--- src/rtl/uart_arb_pkg.sv ---
`default_nettype none
// ============================================================================
// Module   : uart_arb_pkg
// Brief    : Shared state encoding, defaults and helpers for uart_tx_arb.
// Revision : 1.0 - initial release
// ============================================================================
package uart_arb_pkg;

  typedef logic [1:0] arb_state_t;

  localparam arb_state_t c_st_idle = 2'd0;
  localparam arb_state_t c_st_wait = 2'd1;
  localparam arb_state_t c_st_hold = 2'd2;

  localparam int c_tx_tmo_def  = 512;
  localparam int c_gap_max_def = 64;

  function automatic int rr_next(input int idx, input int n);
    return (idx + 1 >= n) ? 0 : idx + 1;
  endfunction

endpackage
`default_nettype wire

--- src/rtl/uart_tx_arb_rr_pick.sv ---
`default_nettype none
// ============================================================================
// Module   : rr_pick
// Brief    : Combinational round-robin picker, searches upward from ptr_i.
// Revision : 1.0 - initial release
// ============================================================================
module rr_pick
  import uart_arb_pkg::*;
#(
  parameter int N  = 3,
  parameter int IW = 2
) (
  input  logic [N-1:0]  req_i,
  input  logic [IW-1:0] ptr_i,
  output logic [N-1:0]  onehot_o,
  output logic [IW-1:0] idx_o,
  output logic          any_o
);

  // Scan from farthest to nearest so the requester closest to ptr_i wins.
  always_comb begin : p_pick
    int            j;
    logic [IW-1:0] jj;
    onehot_o = '0;
    idx_o    = '0;
    any_o    = 1'b0;
    j        = 0;
    jj       = '0;
    for (int k = N - 1; k >= 0; k--) begin
      j  = (int'(ptr_i) + k) % N;
      jj = IW'(j);
      if (req_i[jj]) begin
        onehot_o     = '0;
        onehot_o[jj] = 1'b1;
        idx_o        = jj;
        any_o        = 1'b1;
      end
    end
  end

endmodule
`default_nettype wire

--- src/rtl/uart_tx_arb.sv ---
`default_nettype none
// ============================================================================
// Module   : uart_tx_arb
// Brief    : Frame-granular round-robin arbiter feeding one UART transmitter.
// Revision : 1.0 - initial release
// ============================================================================
module uart_tx_arb
  import uart_arb_pkg::*;
#(
  parameter int NUM_REQ = 3,
  parameter int TX_TMO  = c_tx_tmo_def,
  parameter int GAP_MAX = c_gap_max_def
) (
  input  logic                 clk,
  input  logic                 rst,
  input  logic [NUM_REQ-1:0]   req_vld,
  input  logic [8*NUM_REQ-1:0] req_data,
  input  logic [NUM_REQ-1:0]   req_last,
  output logic [NUM_REQ-1:0]   req_ack,
  output logic                 trmt,
  output logic [7:0]           tx_data,
  input  logic                 tx_done,
  output logic [NUM_REQ-1:0]   grant,
  output logic                 busy,
  output logic                 err_tmo,
  output logic                 err_gap
);

  localparam int IW = $clog2(NUM_REQ);
  localparam int TW = $clog2(TX_TMO + 1);
  localparam int GW = $clog2(GAP_MAX + 1);
  localparam logic [TW-1:0] c_tmo_last = TW'(TX_TMO - 1);
  localparam logic [GW-1:0] c_gap_last = GW'(GAP_MAX - 1);

  arb_state_t         state_q, state_d;
  logic [IW-1:0]      rr_q, rr_d;
  logic [IW-1:0]      idx_q, idx_d;
  logic [NUM_REQ-1:0] grant_q, grant_d;
  logic [NUM_REQ-1:0] ack_q, ack_d;
  logic               last_q, last_d;
  logic               trmt_q, trmt_d;
  logic [7:0]         data_q, data_d;
  logic               etmo_q, etmo_d;
  logic               egap_q, egap_d;
  logic [TW-1:0]      tmo_q, tmo_d;
  logic [GW-1:0]      gap_q, gap_d;

  logic [NUM_REQ-1:0] w_pick_oh;
  logic [IW-1:0]      w_pick_idx;
  logic               w_pick_any;
  logic               w_send;
  logic               w_end;
  logic [IW-1:0]      w_send_idx;
  logic [NUM_REQ-1:0] w_send_oh;
  logic [7:0]         w_byte;

  rr_pick #(
    .N  (NUM_REQ),
    .IW (IW)
  ) u_rr_pick (
    .req_i    (req_vld),
    .ptr_i    (rr_q),
    .onehot_o (w_pick_oh),
    .idx_o    (w_pick_idx),
    .any_o    (w_pick_any)
  );

  // Once a frame owns the transmitter only the owner's lane is considered.
  assign w_send     = ((state_q == c_st_idle) && w_pick_any) ||
                      ((state_q == c_st_hold) && req_vld[idx_q]);
  assign w_send_idx = (state_q == c_st_idle) ? w_pick_idx : idx_q;
  assign w_send_oh  = (state_q == c_st_idle) ? w_pick_oh  : grant_q;

  always_comb begin
    w_byte = '0;
    for (int i = 0; i < NUM_REQ; i++) begin
      if (IW'(i) == w_send_idx) w_byte = req_data[8*i +: 8];
    end
  end

  always_comb begin
    state_d = state_q;
    rr_d    = rr_q;
    idx_d   = idx_q;
    grant_d = grant_q;
    last_d  = last_q;
    trmt_d  = 1'b0;
    data_d  = data_q;
    ack_d   = '0;
    etmo_d  = 1'b0;
    egap_d  = 1'b0;
    tmo_d   = tmo_q;
    gap_d   = gap_q;
    w_end   = 1'b0;

    case (state_q)
      c_st_idle: ;
      // tmo_q == 0 marks the trmt cycle, where tx_done may still be stale.
      c_st_wait: begin
        if ((tmo_q != '0) && tx_done) begin
          if (last_q) begin
            w_end = 1'b1;
          end else begin
            state_d = c_st_hold;
            gap_d   = '0;
            tmo_d   = '0;
          end
        end else if (tmo_q == c_tmo_last) begin
          etmo_d = 1'b1;
          w_end  = 1'b1;
        end else begin
          tmo_d = tmo_q + 1'b1;
        end
      end
      c_st_hold: begin
        if (!req_vld[idx_q]) begin
          if (gap_q == c_gap_last) begin
            egap_d = 1'b1;
            w_end  = 1'b1;
          end else begin
            gap_d = gap_q + 1'b1;
          end
        end
      end
      default: state_d = c_st_idle;
    endcase

    if (w_send) begin
      state_d = c_st_wait;
      idx_d   = w_send_idx;
      grant_d = w_send_oh;
      ack_d   = w_send_oh;
      trmt_d  = 1'b1;
      data_d  = w_byte;
      last_d  = req_last[w_send_idx];
      tmo_d   = '0;
      gap_d   = '0;
    end

    if (w_end) begin
      state_d = c_st_idle;
      grant_d = '0;
      rr_d    = IW'(rr_next(int'(idx_q), NUM_REQ));
      tmo_d   = '0;
      gap_d   = '0;
    end
  end

  always_ff @(posedge clk) begin
    if (rst) begin
      state_q <= c_st_idle;
      rr_q    <= '0;
      idx_q   <= '0;
      grant_q <= '0;
      ack_q   <= '0;
      last_q  <= 1'b0;
      trmt_q  <= 1'b0;
      data_q  <= '0;
      etmo_q  <= 1'b0;
      egap_q  <= 1'b0;
      tmo_q   <= '0;
      gap_q   <= '0;
    end else begin
      state_q <= state_d;
      rr_q    <= rr_d;
      idx_q   <= idx_d;
      grant_q <= grant_d;
      ack_q   <= ack_d;
      last_q  <= last_d;
      trmt_q  <= trmt_d;
      data_q  <= data_d;
      etmo_q  <= etmo_d;
      egap_q  <= egap_d;
      tmo_q   <= tmo_d;
      gap_q   <= gap_d;
    end
  end

  assign req_ack = ack_q;
  assign trmt    = trmt_q;
  assign tx_data = data_q;
  assign grant   = grant_q;
  assign busy    = (state_q != c_st_idle);
  assign err_tmo = etmo_q;
  assign err_gap = egap_q;

endmodule
`default_nettype wire

--- config.mk ---
export PLATFORM = sky130hd
export DESIGN_NAME = uart_tx_arb
export DESIGN_NICKNAME = d
export VERILOG_FILES = /design/src/rtl/uart_arb_pkg.sv /design/src/rtl/uart_tx_arb_rr_pick.sv /design/src/rtl/uart_tx_arb.sv
export SDC_FILE = /design/constraint.sdc
export NUM_CORES = 1
export LEC_CHECK = 0
export CAP_MARGIN = 5
export CORE_MARGIN = 5
export CORE_UTILIZATION = 40
export CTS_CLUSTER_DIAMETER = 120
export DETAILED_ROUTE_END_ITERATION = 10
export GPL_ROUTABILITY_DRIVEN = 0
export PLACE_DENSITY = 0.72
export REMOVE_ABC_BUFFERS = 1
export SLEW_MARGIN = 20
export SYNTH_ARGS = -nofsm -noshare
export SYNTH_HDL_FRONTEND = slang
export SYNTH_SLANG_ARGS = --single-unit
--- constraint.sdc ---
create_clock -name clk -period 3.6 [get_ports clk]
set_input_delay 0.72 -clock clk [delete_from_list [all_inputs] [get_ports clk]]
set_output_delay 0.72 -clock clk [all_outputs]
set_load 0.005 [all_outputs]
After elaboration in Yosys (flattened, before gate mapping):

Index checks and enable logic that the tools add are counted.
Widths: inputs -> output; s select.

* register bits: 41
* output and inout port bits: 18
* input port bits: 33

* bitwise operators: 4
* order comparisons: 9
* reductions and logical operators: 22
* add/sub/neg operators: 5
* eq/ne operators: 15
* divide/modulo/power cells: 3
* muxes and demuxes: 50

Operators with widths (number)
* $mod 32x3->32 const B: 2
* $mod 3x3->32 const B: 1
* $mux 10: 3
* $mux 7: 4
* $mux 8: 3
* $mux 1: 18
* $lt 2x3->1 const B: 5
* $mux 2: 7
* $pmux 7 s2: 1
* $mux 3: 4
* $ne 2x2->1 const B: 6
* $add 10x1->10 const B: 1
* $bmux 1 s2: 5
* $eq 10x9->1 const B: 1
* $reduce_bool 10->1: 1
* $reduce_and 3->1: 3
* $reduce_or 2->1: 4
* $add 7x1->7 const B: 1
* $eq 7x6->1 const B: 1
* $add 2x1->3 const B: 2
* $demux 1 s2: 3
* $ge 2x1->1 const B: 3
* $logic_and 1x1->1: 6
* $ne 3x3->1 const B: 2
* other kinds (15): 21

Logic depth before layout (Yosys ltp):

* depth after elaboration: 12
* gate-level depth with buffers: 11

Cells and area by module:

From an unflattened synthesis, not the netlist that was laid out.

* cells, all modules: 295
* area, all modules: 2528.7 µm²

By module, submodules not included
* uart_tx_arb: instances 1, sequential area each 820.8 µm², area an instance 2179.6 µm², cells an instance 248
* rr_pick: instances 1, sequential area each 0.0 µm², area an instance 349.1 µm², cells an instance 47

Worst setup path after synthesis:

OpenSTA, ideal clock, no wires.

* kind: register -> register
* from: register tmo_q[0]
* to: register state_q[1]
* data arrival time: 2.506 ns
* path buffers: 2
* data required time: 3.527 ns
* path slack: 1.021 ns
* stages on the path, launching flop included: 11
* period minus slack after synthesis: 2.579 ns
* cell sequence: dfxtp_1 inv_1 ha_1 or4b_4 o31ai_4 nor2_1 a2111o_1 or2_1 buf_6 buf_6 nor3_2

* longest elaborated chain between the ends: 5

RTL lines
* start: declaration: line uart_tx_arb.sv:45 `logic [TW-1:0] tmo_q, tmo_d;`
* start signal: assignment: line uart_tx_arb.sv:174 `tmo_q <= tmo_d;`
* $eq 10x9->1 / $reduce_bool 10->1 (equally long branches): line uart_tx_arb.sv:108, uart_tx_arb.sv:100
* $mux 1 / $logic_and 1x1->1 (equally long branches): line uart_tx_arb.sv:108, uart_tx_arb.sv:100
* $mux 1: line uart_tx_arb.sv:100 `if ((tmo_q != '0) && tx_done) begin`
* $pmux 1 s2: line uart_tx_arb.sv:96 `case (state_q)`
* $reduce_or 3->1 (no line)
* end signal: assignment: line uart_tx_arb.sv:151 `state_q <= c_st_idle;`
* end signal: assignment: line uart_tx_arb.sv:164 `state_q <= state_d;`
* end: declaration: line uart_tx_arb.sv:35 `arb_state_t state_q, state_d;`

Parallel ways exist; a longest one is shown, timed or not.
A chain may end at the register's enable or synchronous reset.

Final worst setup path:

* from: register tmo_q[0]
* to: register tmo_q[9]

* longest elaborated chain between the ends: 5

RTL lines
* parallel branches: the longest is 5 deep, another holds $add 10x1->10

Parallel ways; which one is timed is not known. The select of a mux whose other input is x is not followed.

==> key figures <==
Outcome
  – Status: finished clean

Logic synthesis
  – Yosys warns: 0
  – EDFF count, synth: 0
  – Largest cells by area after synthesis: dfxtp_1 34%, mux2i_1 6.2%, a211oi_1 5.6%, ha_1 5.2%, nor2_1 4.5%
  – Async S/R FF share, synth: 0
  – Yosys top cell area share: 0.3383
  – Area leader, netlist: dfxtp_1
  – Synth Flop Type: dfxtp_1
  – Synth Instances: 293
  – Seq cells post-synth: 41
  – Cell variety after synth: 52
  – Synth cell count leaders: 41 x dfxtp_1, 29 x nor2_1, 28 x nand2_1
  – Count leader, synth: dfxtp_1
  – Sequential area share after synthesis: 0.3383
  – Post-Syn Area: 0.002426 mm^2
  – Syn avg cell area: 8.280 um^2

STA
  – Slew @ Worst Pin: 0.8310 ns
  – Final Hold Fails: 0
  – Setup WS post-layout: 0.5157 ns
  – Fin. max-slew vios: 0
  – F_max: 324.2 MHz
  – Tmin final: 3.084 ns
  – Rel. slew slack: 0.4390
  – Final setup fails: 0
  – RSZ-0062 raised after global routing: false
  – Final Skew: 0.009479 ns
  – Tcrit/Tclk final: 0.8567
  – Post-route setup TNS: 0 ns

Route
  – Average routed wire per standard cell: 14.52 um
  – Post-route ant nets: 0
  – DRC Markers: 0
  – Vias: 2326
  – Initial DRC Count: 118
  – Drt total wl: 6082 um
  – DRT Pass-1 Iters: 5
  – Vias/cell: 5.551

Power and ir drop
  – Total power draw: 1.050 mW
  – Sw Ratio: 0.2874
  – Seq pwr share: 0.475
  – PD cells: 340.1 mW/mm^2
  – Static leakage: 1.078 nW
  – Comb power frac: 0.246
  – P_int: 0.7483 mW
  – Psw: 0.3018 mW
  – Clk pwr share: 0.279
  – Worst VDD drop: 226.7 uV

Global routing
  – Vias in the first global route: 2218
  – Pin count of the biggest net entering global routing: 25
  – Total gr overflow: 0
  – Gr usage total: 0.1646
  – Initial antenna violation count: 0
  – First-pass GRT wire length: 10170 um

Clock tree
  – Clock Latency Late Sink: 0.30 ns
  – CTS Hold Bufs: 0
  – Max Buffers Root-to-Sink: 2
  – Num CTS Buffers: 5
  – # resized after CTS: 0
  – Post-CTS setup buffer count: 0
  – TritonCTS clock tree: yes
  – H-tree levels: 2
  – Clock-pin slew on the worst setup and hold paths: 0.07 ns
  – CTS root buf: clkbuf_8
  – Sink Count: 41

Flow run
  – Max cap viols: 0

Setup path
  – Worst Setup Path Type: reg2reg
  – CP Max Fanout: 18
  – Critical path arrival: 3.28 ns
  – CP Data Required Time: 3.79 ns
  – Setup crit end kind: register
  – Startpoint types: register

Floorplan
  – Die area: 0.007723 mm^2
  – Core ar.: 0.005921 mm^2
  – Std cell rows: 28
  – Die Ht: 87.88 um
  – Die X-Extent: 87.88 um
  – Starting density of the core: 0.4098
  – I/O pins: 51

Cells and area
  – Net count, final: 386
  – Final core occ: 0.5216
  – Layout cells sized above 1: 0.06395
  – Ant diodes: 0
  – Area of the multi-input gates: 0.001500 mm^2
  – Filler Cells Inserted: 581
  – Register area: 820.8 um^2
  – Area growth, synth to finish: 27.28%

Placement
  – Worst slack, placed: 0.2959 ns
  – DPL Wire Length: 4577 um
  – PortBufs: 50

Worst hold path
  – Hold Path Class: reg2reg
## layer usage
metal,vias up,global-route usage,routed length (um)
met3,9,0.05456,512
li1,1166,-,-
met2,72,0.2767,2814
met1,1079,0.1968,2668
met5,-,0,0
met4,0,0.05579,87
## cell usage in the layout (no fill, tap or decap), drive strengths merged, types with 5 or more instances in the layout
cell           Yosys  final
xnor2              5      5
nor3              12     12
o21ai             12     12
inv               11     11
nand3b             7      7
ha                10     10
clkdlybuf4s50      0     50
nand3              7      7
nand2             28     28
buf                3      6
o21a              10     10
or3                5      5
mux2i             15     15
nor2              29     29
a21oi             14     14
dfxtp             41     41
clkbuf            10      6
a211oi            18     18
## final timing paths
kind	from	endpoint	slack, ns	depth (start not counted)
max reg2reg	tmo_q[0]	tmo_q[9]	0.52	8
min reg2reg	gap_q[6]	gap_q[6]	0.48	2
max	tmo_q[0]	tmo_q[9]	0.52	8
min	gap_q[6]	gap_q[6]	0.48	2
## logic make-up after synthesis
| logic type | share of synthesized area |
|---|---|
| adder cells (fa/ha/maj) | 0.05157 |
| XOR/XNOR | 0.02888 |
| AND/OR/NAND/NOR | 0.2362 |
| multiplexers | 0.06653 |
| AO/OA/AOI/OAI | 0.2336 |
| buffers and inverters | 0.04487 |
| flip-flops | 0.3383 |
## layout make-up
| cell class | instances | area share |
|---|---|---|
| clock buffers | 6 | 0.02350 |
| clock inverters | 2 | 0.003241 |
| inverters | 12 | 0.01459 |
| multi-input cells | 227 | 0.4858 |
| flip-flops and latches | 41 | 0.2658 |
| well taps | 75 | 0.03039 |
| repair buffers | 56 | 0.1767 |
## power by group through the flow
stage	Sequential, mW	Combinational (mW)	Clock (mW)
2_1_floorplan	0.506	0.134	0
4_1_cts	0.499	0.260	0.301
3_3_place_gp	0.509	0.256	0
3_5_place_dp	0.509	0.258	0
6_report	0.499	0.258	0.293
5_1_grt	0.503	0.287	0.317
## per-stage QoR
stage	instances	hold slack (ns)	area, um^2
2_1_floorplan	280	0.4376	2362
3_3_place_gp	411	0.4676	3005
3_5_place_dp	411	0.4683	3005
4_1_cts	419	0.4841	3088
5_1_grt	419	0.5287	3088
6_report	419	0.4841	3088
## worst max-delay path, stage by stage, from the launching register on
cell and delay, ns:
dfxtp_1 0.34, inv_1 0.08, ha_1 0.16, or4b_4 0.49, o31ai_4 0.46, nor2_1 0.13
a2111o_1 0.46, or2_1 0.50, a211oi_1 0.35
## registers in the layout, summed over array words and instances (netlist names)
name and flops:
last_q 1, grant 3, rr_q 2, tmo_q 10
gap_q 7, trmt 1, state_q 2, tx_data 8
req_ack 3, idx_q 2, err_gap 1, err_tmo 1
Note: power is estimated with default switching activity, not from simulation.
